==> src/rtl/uart_reg_bridge_pkg.sv <==
// Shared opcodes, response characters and FSM encoding for the UART register bridge.
package uart_reg_bridge_pkg;

   localparam logic [7:0] OP_WR  = 8'h57;
   localparam logic [7:0] OP_RD  = 8'h52;
   localparam logic [7:0] CH_ACK = 8'h06;
   localparam logic [7:0] CH_NAK = 8'h15;

   localparam int RESP_BYTES = 5;

   typedef enum logic [2:0] {
      IDLE,
      ADDR,
      DATA,
      REQ,
      RESP
   } state_e;

endpackage

==> src/rtl/uart_reg_bridge_txser.sv <==
// Response serialiser: up to 5 queued bytes out MSB first; UART_REG_BRIDGE_CSUM_EN appends their XOR.
// First byte offered the cycle after load; a low tx_ready holds the current byte and tx_char stable.
module uart_reg_bridge_txser
   import uart_reg_bridge_pkg::*;
(
   input  logic                    clk,
   input  logic                    rst,
   input  logic                    ld,
   input  logic [2:0]              ld_n,
   input  logic [8*RESP_BYTES-1:0] ld_dat,
   input  logic                    tx_ready,
   output logic                    tx_wr,
   output logic [8:0]              tx_char,
   output logic                    active
);

   localparam int SH_W = 8 * RESP_BYTES;

   logic [SH_W-1:0] sh_q, sh_d;
   logic [2:0]      cnt_q, cnt_d;
`ifdef UART_REG_BRIDGE_CSUM_EN
   logic [7:0]      sum_q, sum_d;
   logic            pend_q, pend_d;
`endif

   assign active  = (cnt_q != 3'd0);
   assign tx_wr   = active && tx_ready;
   assign tx_char = {1'b0, sh_q[SH_W-1 -: 8]};

   always_comb begin
      sh_d  = sh_q;
      cnt_d = cnt_q;
`ifdef UART_REG_BRIDGE_CSUM_EN
      sum_d  = sum_q;
      pend_d = pend_q;
`endif
      if (ld) begin
         sh_d  = ld_dat;
         cnt_d = ld_n;
`ifdef UART_REG_BRIDGE_CSUM_EN
         sum_d  = 8'h00;
         pend_d = 1'b1;
`endif
      end else if (tx_wr) begin
`ifdef UART_REG_BRIDGE_CSUM_EN
         sum_d = sum_q ^ sh_q[SH_W-1 -: 8];
         // Last payload byte leaves: slot the running XOR in as one extra byte.
         if (pend_q && cnt_q == 3'd1) begin
            sh_d   = {sum_q ^ sh_q[SH_W-1 -: 8], {(SH_W-8){1'b0}}};
            pend_d = 1'b0;
         end else begin
            sh_d  = {sh_q[SH_W-9:0], 8'h00};
            cnt_d = cnt_q - 3'd1;
         end
`else
         sh_d  = {sh_q[SH_W-9:0], 8'h00};
         cnt_d = cnt_q - 3'd1;
`endif
      end
   end

   always_ff @(posedge clk or posedge rst) begin
      if (rst) begin
         sh_q  <= '0;
         cnt_q <= 3'd0;
`ifdef UART_REG_BRIDGE_CSUM_EN
         sum_q  <= 8'h00;
         pend_q <= 1'b0;
`endif
      end else begin
         sh_q  <= sh_d;
         cnt_q <= cnt_d;
`ifdef UART_REG_BRIDGE_CSUM_EN
         sum_q  <= sum_d;
         pend_q <= pend_d;
`endif
      end
   end

endmodule

==> src/rtl/uart_reg_bridge.sv <==
// Serial command decoder driving a single-master register bus; UART_REG_BRIDGE_CSUM_EN adds XOR checksums.
// 2 cycles/byte min, reg_req the cycle after the last byte, reply the cycle after ack; tx stalls on tx_ready.
module uart_reg_bridge
   import uart_reg_bridge_pkg::*;
#(
   parameter int          ADDR_W = 16,
   parameter int          DATA_W = 32,
   parameter logic [15:0] TMO    = 16'hFFFF
) (
   input  logic              clk,
   input  logic              rst,
   input  logic [8:0]        rx_char,
   input  logic              rx_valid,
   output logic              rx_rd,
   input  logic              tx_ready,
   output logic              tx_wr,
   output logic [8:0]        tx_char,
   output logic              reg_req,
   output logic              reg_wr,
   output logic [ADDR_W-1:0] reg_addr,
   output logic [DATA_W-1:0] reg_wdata,
   input  logic [DATA_W-1:0] reg_rdata,
   input  logic              reg_ack,
   output logic [7:0]        err_cnt,
   output logic              busy
);

   state_e              state_q, state_d;
   logic [2:0]          cnt_q, cnt_d;
   logic                rd_q, rd_d;
   logic                samp_q, samp_d;
   logic [15:0]         tmo_q, tmo_d;
   logic                wr_q, wr_d;
   logic [ADDR_W-1:0]   addr_q, addr_d;
   logic [DATA_W-1:0]   wdata_q, wdata_d;
   logic                req_q, req_d;
   logic [7:0]          err_q, err_d;
`ifdef UART_REG_BRIDGE_CSUM_EN
   logic [7:0]          csum_q, csum_d;
`endif

   logic                err_inc;
   logic                ld;
   logic [2:0]          ld_n;
   logic [8*RESP_BYTES-1:0] ld_dat;
   logic                tx_active;
   logic                tmo_hit;
   logic [7:0]          rx_byte;
   logic                rx_brk;

   assign tmo_hit = (tmo_q == TMO - 16'd1);
   assign rx_byte = rx_char[7:0];
   assign rx_brk  = rx_char[8];

   always_comb begin
      state_d = state_q;
      cnt_d   = cnt_q;
      tmo_d   = tmo_q;
      wr_d    = wr_q;
      addr_d  = addr_q;
      wdata_d = wdata_q;
      req_d   = req_q;
      samp_d  = rd_q;
      err_inc = 1'b0;
      ld      = 1'b0;
      ld_n    = 3'd1;
      ld_dat  = {CH_NAK, {DATA_W{1'b0}}};
`ifdef UART_REG_BRIDGE_CSUM_EN
      csum_d  = csum_q;
`endif
      case (state_q)
         IDLE: begin
            if (samp_q && !rx_brk) begin
               if (rx_byte == OP_WR || rx_byte == OP_RD) begin
                  wr_d    = (rx_byte == OP_WR);
                  cnt_d   = 3'd0;
                  tmo_d   = 16'd0;
                  state_d = ADDR;
`ifdef UART_REG_BRIDGE_CSUM_EN
                  csum_d  = rx_byte;
`endif
               end else begin
                  ld      = 1'b1;
                  err_inc = 1'b1;
                  state_d = RESP;
               end
            end
         end
         ADDR: begin
            if (samp_q) begin
               tmo_d = 16'd0;
               if (rx_brk) begin
                  state_d = IDLE;
               end else begin
                  addr_d = {addr_q[ADDR_W-9:0], rx_byte};
                  cnt_d  = cnt_q + 3'd1;
`ifdef UART_REG_BRIDGE_CSUM_EN
                  csum_d = csum_q ^ rx_byte;
`endif
                  if (cnt_q == 3'd1) begin
                     cnt_d = 3'd0;
`ifdef UART_REG_BRIDGE_CSUM_EN
                     state_d = DATA;
`else
                     if (wr_q) begin
                        state_d = DATA;
                     end else begin
                        state_d = REQ;
                        req_d   = 1'b1;
                     end
`endif
                  end
               end
            end else if (!rd_q) begin
               if (tmo_hit) begin
                  state_d = IDLE;
                  err_inc = 1'b1;
               end else begin
                  tmo_d = tmo_q + 16'd1;
               end
            end
         end
         DATA: begin
            if (samp_q) begin
               tmo_d = 16'd0;
               if (rx_brk) begin
                  state_d = IDLE;
`ifdef UART_REG_BRIDGE_CSUM_EN
               end else if (cnt_q == (wr_q ? 3'd4 : 3'd0)) begin
                  // Reads carry only the checksum byte here; writes carry 4 data bytes first.
                  if (rx_byte == csum_q) begin
                     state_d = REQ;
                     req_d   = 1'b1;
                  end else begin
                     ld      = 1'b1;
                     err_inc = 1'b1;
                     state_d = RESP;
                  end
               end else begin
                  wdata_d = {wdata_q[DATA_W-9:0], rx_byte};
                  csum_d  = csum_q ^ rx_byte;
                  cnt_d   = cnt_q + 3'd1;
               end
`else
               end else begin
                  wdata_d = {wdata_q[DATA_W-9:0], rx_byte};
                  cnt_d   = cnt_q + 3'd1;
                  if (cnt_q == 3'd3) begin
                     state_d = REQ;
                     req_d   = 1'b1;
                  end
               end
`endif
            end else if (!rd_q) begin
               if (tmo_hit) begin
                  state_d = IDLE;
                  err_inc = 1'b1;
               end else begin
                  tmo_d = tmo_q + 16'd1;
               end
            end
         end
         REQ: begin
            if (reg_ack) begin
               req_d   = 1'b0;
               ld      = 1'b1;
               ld_n    = wr_q ? 3'd1 : 3'd5;
               ld_dat  = wr_q ? {CH_ACK, {DATA_W{1'b0}}} : {CH_ACK, reg_rdata};
               state_d = RESP;
            end else if (tmo_hit) begin
               req_d   = 1'b0;
               ld      = 1'b1;
               err_inc = 1'b1;
               state_d = RESP;
            end else begin
               tmo_d = tmo_q + 16'd1;
            end
         end
         RESP: begin
            if (!tx_active) begin
               state_d = IDLE;
            end
         end
         default: state_d = IDLE;
      endcase

      // Timer restarts on entry to REQ; every other path keeps the value set above.
      if (state_q != REQ && state_d == REQ) begin
         tmo_d = 16'd0;
      end

      rd_d  = rx_valid && !rd_q && (state_d inside {IDLE, ADDR, DATA});
      err_d = (err_inc && err_q != 8'hFF) ? err_q + 8'd1 : err_q;
   end

   always_ff @(posedge clk or posedge rst) begin
      if (rst) begin
         state_q <= IDLE;
         cnt_q   <= 3'd0;
         rd_q    <= 1'b0;
         samp_q  <= 1'b0;
         tmo_q   <= 16'd0;
         wr_q    <= 1'b0;
         addr_q  <= '0;
         wdata_q <= '0;
         req_q   <= 1'b0;
         err_q   <= 8'h00;
`ifdef UART_REG_BRIDGE_CSUM_EN
         csum_q  <= 8'h00;
`endif
      end else begin
         state_q <= state_d;
         cnt_q   <= cnt_d;
         rd_q    <= rd_d;
         samp_q  <= samp_d;
         tmo_q   <= tmo_d;
         wr_q    <= wr_d;
         addr_q  <= addr_d;
         wdata_q <= wdata_d;
         req_q   <= req_d;
         err_q   <= err_d;
`ifdef UART_REG_BRIDGE_CSUM_EN
         csum_q  <= csum_d;
`endif
      end
   end

   uart_reg_bridge_txser u_txser (
      .clk      (clk),
      .rst      (rst),
      .ld       (ld),
      .ld_n     (ld_n),
      .ld_dat   (ld_dat),
      .tx_ready (tx_ready),
      .tx_wr    (tx_wr),
      .tx_char  (tx_char),
      .active   (tx_active)
   );

   assign rx_rd     = rd_q;
   assign reg_req   = req_q;
   assign reg_wr    = wr_q;
   assign reg_addr  = addr_q;
   assign reg_wdata = wdata_q;
   assign err_cnt   = err_q;
   assign busy      = (state_q != IDLE);

endmodule

==> config.mk <==
export PLATFORM = sky130hd
export DESIGN_NAME = uart_reg_bridge
export DESIGN_NICKNAME = d
export VERILOG_FILES = /design/src/rtl/uart_reg_bridge_pkg.sv /design/src/rtl/uart_reg_bridge_txser.sv /design/src/rtl/uart_reg_bridge.sv
export SDC_FILE = /design/constraint.sdc
export NUM_CORES = 1
export LEC_CHECK = 0
export ABC_AREA = 1
export BUFFER_PORTS_ARGS = -buffer_cell sky130_fd_sc_hd__buf_2
export CORE_UTILIZATION = 55
export CTS_CLUSTER_SIZE = 25
export DETAILED_ROUTE_END_ITERATION = 8
export GPL_TIMING_DRIVEN = 0
export PLACE_DENSITY = 0.83
export SYNTH_ARGS = -nofsm -noshare
export SYNTH_HDL_FRONTEND = slang
export SYNTH_SLANG_ARGS = --single-unit
==> constraint.sdc <==
create_clock -name clk -period 5.7 [get_ports clk]
set_input_delay 1.71 -clock clk [delete_from_list [all_inputs] [get_ports clk]]
set_output_delay 1.71 -clock clk [all_outputs]
set_load 0.005 [all_outputs]
==> results of run 1 <==
## metrics by stage
step                      total power [mW]  cells  utilization  hold WS (ns)
after floorplan                      1.304    776            -        0.4149
after global placement               1.436   1030       0.6357        0.4531
after detailed placement             1.449   1031       0.6387        0.4469
after CTS                            2.492   1063       0.6917        0.4627
after global routing                 2.602   1063       0.6917        0.4738
final                                2.477   1063       0.6917        0.4654
## final timing paths
check,from,endpoint,slack [ns]
hold reg to reg,rx_rd,samp_q,0.47
setup reg to reg,u_txser.cnt_q[1],u_txser.sh_q[33],3.53
min in group asynchronous,rst,u_txser.sh_q[4],1.15
setup / recovery,tx_ready,tx_wr,1.09
hold / removal,rx_rd,samp_q,0.47
max in group asynchronous,rst,tmo_q[9],3.83
## per-layer routing
metal / global-route usage / up-vias / share of wire
li1: - / 2707 / -
met1: 0.3348 / 2569 / 0.44
met2: 0.4431 / 173 / 0.49
met3: 0.05847 / 28 / 0.049
met4: 0.09980 / 0 / 0.025
met5: 0 / - / 0
## power breakdown
group	switching, mW	internal, mW	total, mW
clock	0.411	0.628	1.04
combinational	0.267	0.163	0.429
sequential	0.0551	0.953	1.01
total	0.732	1.74	2.48
## registers in the layout (all words and copies together), names as in the netlist
register       flops
u_txser.sh_q      40
tmo_q             16
err_cnt            8
reg_wdata         32
u_txser.cnt_q      3
samp_q             1
reg_addr          16
state_q            3
reg_wr             1
reg_req            1
rx_rd              1
cnt_q              3
## cells in the final DEF, fill, tap and decap left out, drive strengths merged, types with 2 or more instances in the layout
cell type    n
nand4        8
nand3       26
dfrtp      125
xnor2        3
xor2        14
mux2         8
ha           8
nand3b       6
a21oi       23
bufinv       2
nor3         6
clkinvlp     3
clkbuf      25
nor2        53
clkinv       5
buf        140
nand2      328
o21ai       59
inv         73
a41oi        3
## area by class of cell
class                   count  area share
flip-flops and latches    125      0.4154
multi-input cells         550      0.3447
repair buffers            115     0.07942
clock buffers              17     0.05499
inverters                  68     0.03456
plain buffers              33     0.02608
well taps                 140     0.02326
clock inverters            15     0.02160
## logic make-up after synthesis
family,share of synthesized area
xor+xnor,0.02411
fa+ha+maj,0.01621
mux,0.01459
simple gates,0.2905
other cells,0.0006072
compound gates,0.07435
buf+inv,0.07313
flops,0.5065
==> reports/qor.txt, run 1 <==
Status - completed
Multi-input logic area - 2596 um2
Routed vias - 5477
Vert. Die Dim - 108.0 um
PwrDens - 328.9 nW/um2
Fin Setup TNS - 0 ns
WL final - 13900 um
Tmin final - 4.607 ns
Final setup skew - 0.007090 ns
Gate Count Post-Synth - 776
Syn Area/Cell - 7.959 um2
Grt ovf - 0
Final worst-path cycle share - 0.8082
Final Setup Violations - 0
Antenna diode count - 0
Via-to-Cell Ratio - 5.152
Critical path endpoint category - output pin
CTS tree - done
Root buf cell - clkbuf_8
Post-DR wirelength/cell - 13.08 um
Synth Flop Type - dfrtp_1
ANT nets after route - 0
Clk_lat worst skew - 0.52 ns
FF+latch area - 3128 um2
Crit Path Category - input pin to output pin
Crit-path max cell delay - 0.39 ns
Mapped Nets - 830
Worst path bufs/invs - 5
Starting DRC count in detailed routing - 274
Layout cells sized above 1 - 0.2286
Ys async rst share - 1.000
Final WS setup - 1.093 ns
CP Launch Type - input pin
Placement row count - 38
First drt pass iteration count - 5
Worst slew margin - 0.6522
Synth top area share - 0.5065
Crit path max fanout - 10
Cell Area, Synth - 6176 um2
Initial antenna violation count - 0
Delay-heaviest family, CP - buffers and inverters
Io pins - 116
Clock Sinks - 125
Count leader, synth - nand2_1
Post-synth EDFFs - 0
CP Data Arrival Time - 2.90 ns
Layout Area Growth over Synthesis - 21.94%
Hold Path Depth - 0
Hold Violations, Final - 0
Stages on worst setup path - 6
Die W - 108.0 um
Synthesis warning total - 0
Yosys reg bits - 125
Unrepaired setup endpoints after global routing - false
Reg2Reg Depth - 10
Fmax - 217.1 MHz
Place WS - 1.125 ns
Post-synth top area cell - dfrtp_1
H-tree lvl count - 4
Initial core utilization - 0.5672
Maximum vdd drop - 0.0003262 V
Clock buffer count from CTS - 17
Unique masters post-synth - 32
CTS resizes - 0
Lkg Pwr - 4.142 nW
Fill count - 914
Worst slew pin tran - 0.5177 ns
DIE AREA - 11660 um2
Gr usage total - 0.2643
Max-cap violations - 0
Setup bufs post-CTS - 0
Reg clk slew, reported paths - 0.06 ns
First-pass GRT wire length - 23830 um
CTS Hold Bufs - 0
Slowest cell on crit path - clkbuf_1
Critical Path RT - 3.99 ns
RePlAce Congestion - 0.8882
Core area - 10890 um2
Largest net degree at the start of global routing - 96
Vias in the first global route - 5291
Sequential area share after synthesis - 0.5065
Synth top area cells - dfrtp_1 (51%), nand2_1 (19%), o21ai_0 (4.5%), inv_1 (3.8%), nor2_1 (2.6%)
Clock Path Buffers - 2
HP Class - flop to flop
Placed cell area - 6954 um2
Post-Layout Inst Area - 7531 um2
Slew Viols, Final - 0
Nets - 964
DP HPWL - 9978 um
Residual DRC - 0
Cell chain of the critical path - buf_2 > nand2_1 > clkbuf_1 > inv_1 > clkbuf_1 > buf_2
IO Port Bufs - 114
Leading cell types by count after synthesis - nand2_1 (320), dfrtp_1 (125), inv_1 (62), o21ai_0 (56), nor2_1 (42)
No activity file was read; power rests on OpenSTA's default activity.
==> run 2, diff against run 1 <==
==> constraint.sdc (replaced) <==
create_clock -name clk -period 4.31 [get_ports clk]
set_input_delay 1.293 -clock clk [delete_from_list [all_inputs] [get_ports clk]]
set_output_delay 1.293 -clock clk [all_outputs]
set_load 0.005 [all_outputs]
==> run 2 against run 1 <==
Net effect:
- via count increased by 0.16%
- combinational power increased by 36%
- worst hold slack got worse by 0.0045 ns
- critical endpoint unchanged
- largest cell class unchanged
- highest routed layer unchanged
==> reports/qor.txt, run 2 (same netlist as run 1, synthesis figures left out) <==
Fin Setup TNS - 0 ns (unchanged)
Status - completed (unchanged)
Switching Fraction - 0.3042 (was 0.2958)
Slew Viols, Final - 0 (unchanged)
Final Power - 3.337 mW (was 2.477 mW)
Vert. Die Dim - 108.0 um (unchanged)
First drt pass iteration count - 5 (unchanged)
Core area - 10890 um2 (unchanged)
Reg power frac - 0.400 (was 0.407)
Grt ovf - 0 (unchanged)
Largest register by flop count - u_txser.sh_q (unchanged)
Initial antenna violation count - 0 (unchanged)
Final Setup Violations - 0 (unchanged)
Via-to-Cell Ratio - 5.151 (was 5.152)
Reg clk slew, reported paths - 0.06 ns (about the same)
IO Port Bufs - 114 (unchanged)
Starting DRC count in detailed routing - 325 (was 274)
Hold endpoint - samp_q (unchanged)
Vias in the first global route - 5337 (was 5291)
CP Data Arrival Time - 2.47 ns (was 2.90 ns)
Worst slew margin - 0.6432 (was 0.6522)
Combinational power share - 0.174 (was 0.173)
DP HPWL - 10090 um (was 9978 um)
Internal - 2.322 mW (was 1.744 mW)
CP Launch Type - input pin (unchanged)
Clk pwr share - 0.426 (was 0.419)
Commonest non-fill, non-tap cell in the layout - nand2_1 (unchanged)
Flop2flop setup slack - 2.14 ns (was 3.53 ns)
H-tree lvl count - 4 (unchanged)
ANT nets after route - 0 (unchanged)
Worst r2r src - u_txser.cnt_q[0] (was u_txser.cnt_q[1])
Maximum vdd drop - 0.0003620 V (was 0.0003262 V)
Root buf cell - clkbuf_8 (unchanged)
Placed cell area - 6985 um2 (was 6954 um2)
Clk_lat worst skew - 0.52 ns (about the same)
Crit. Startpoint - tx_ready (unchanged)
Hold Violations, Final - 0 (unchanged)
HP Class - flop to flop (unchanged)
DIE AREA - 11660 um2 (unchanged)
Fill count - 856 (was 914)
First-pass GRT wire length - 24100 um (was 23830 um)
Worst Hold Slack - 0.4609 ns (was 0.4654 ns)
Hold Path Depth - 0 (unchanged)
RR Endpoint - u_txser.sh_q[36] (was u_txser.sh_q[33])
Final worst-path cycle share - 0.8720
Crit Path Category - input pin to output pin (unchanged)
Hold Startpoint - rx_rd (unchanged)
Final setup skew - 0.008397 ns (was 0.007090 ns)
Io pins - 116 (unchanged)
Clock Path Buffers - 2 (unchanged)
Critical path endpoint category - output pin (unchanged)
Largest net degree at the start of global routing - 44 (was 96)
Core Util, Final - 0.6957 (was 0.6917)
Leading cell types in the layout, fill and taps excluded - nand2_1 (320), buf_2 (127), dfrtp_1 (125) (unchanged)
Tmin final - 3.758 ns
RePlAce Congestion - 0.8978 (was 0.8882)
Residual DRC - 0 (unchanged)
Post-Layout Inst Area - 7575 um2 (was 7531 um2)
Gr usage total - 0.2652 (was 0.2643)
CTS resizes - 0 (unchanged)
PwrDens - 440.5 nW/um2 (was 328.9 nW/um2)
WL final - 14270 um (was 13900 um)
Fmax - 266.1 MHz
Layout cells sized above 1 - 0.2303 (was 0.2286)
Layout Area Growth over Synthesis - 22.65% (was 21.94%)
Max reg flops - 40 (unchanged)
Worst slew pin tran - 0.5311 ns (was 0.5177 ns)
Switching power - 1.015 mW (was 0.7324 mW)
Crit path max fanout - 10 (unchanged)
Setup bufs post-CTS - 0 (unchanged)
Die W - 108.0 um (unchanged)
Unrepaired setup endpoints after global routing - false (unchanged)
Antenna diode count - 0 (unchanged)
Initial core utilization - 0.5672 (unchanged)
Reg2Reg Depth - 10 (unchanged)
Clock Sinks - 125 (unchanged)
Max-cap violations - 0 (unchanged)
CTS tree - done (unchanged)
Routed vias - 5486 (was 5477)
Placement row count - 38 (unchanged)
Clock buffer count from CTS - 17 (unchanged)
Post-DR wirelength/cell - 13.40 um (was 13.08 um)
Critical Path RT - 3.02 ns (was 3.99 ns)
Lkg Pwr - 4.162 nW (was 4.142 nW)
CTS Hold Bufs - 0 (unchanged)
Nets - 966 (was 964)
==> run 2: cell count changes in the layout (fill, tap and decap cells not counted), sizes merged <==
| cell | change |
|---|---|
| buf | +2 |
| clkinv | -1 |
| inv | +1 |
==> run 2: worst max-delay path: stages <==
cell and delay, ns:
buf_2 0.11, nand2_1 0.11, clkbuf_1 0.38, inv_1 0.12, clkbuf_1 0.26, buf_2 0.20
==> run 2: layout make-up <==
class / count / area (um2) / share of cell area
multi-input cells: 550 / 2596 / 0.3427
plain buffers: 33 / 196.4 / 0.02593
clock inverters: 15 / 175.2 / 0.02313
flip-flops and latches: 125 / 3128 / 0.4130
clock buffers: 17 / 414.1 / 0.05467
inverters: 68 / 259.0 / 0.03419
repair buffers: 117 / 630.6 / 0.08325
well taps: 140 / 175.2 / 0.02313
==> run 2: per-stage QoR <==
step	setup WS [ns]	instances
2_1_floorplan	1.075	776
3_3_place_gp	0.5718	1030
3_5_place_dp	0.5847	1033
4_1_cts	0.5538	1065
5_1_grt	0.3992	1065
6_report	0.5516	1065
==> run 2: worst max-delay path by stage <==
stage	to
6_report	tx_wr
5_1_grt	tx_wr
4_1_cts	tx_wr
3_5_place_dp	tx_wr
3_3_place_gp	tx_wr
2_1_floorplan	tx_wr
==> run 2: power by group through the flow <==
stage	registers [mW]	clock network (mW)	logic [mW]
final	1.33	1.42	0.582
after floorplan	1.34	0	0.387
after CTS	1.33	1.44	0.584
after detailed placement	1.35	0	0.571
after global placement	1.35	0	0.553
after global routing	1.34	1.50	0.659
==> run 2: per-layer routing <==
layer,vias up,global-route usage,routed length (um)
li1,2705,-,-
met1,2570,0.3336,6271
met2,175,0.4477,6940
met3,36,0.05967,715
met4,0,0.09785,338
met5,-,0,0
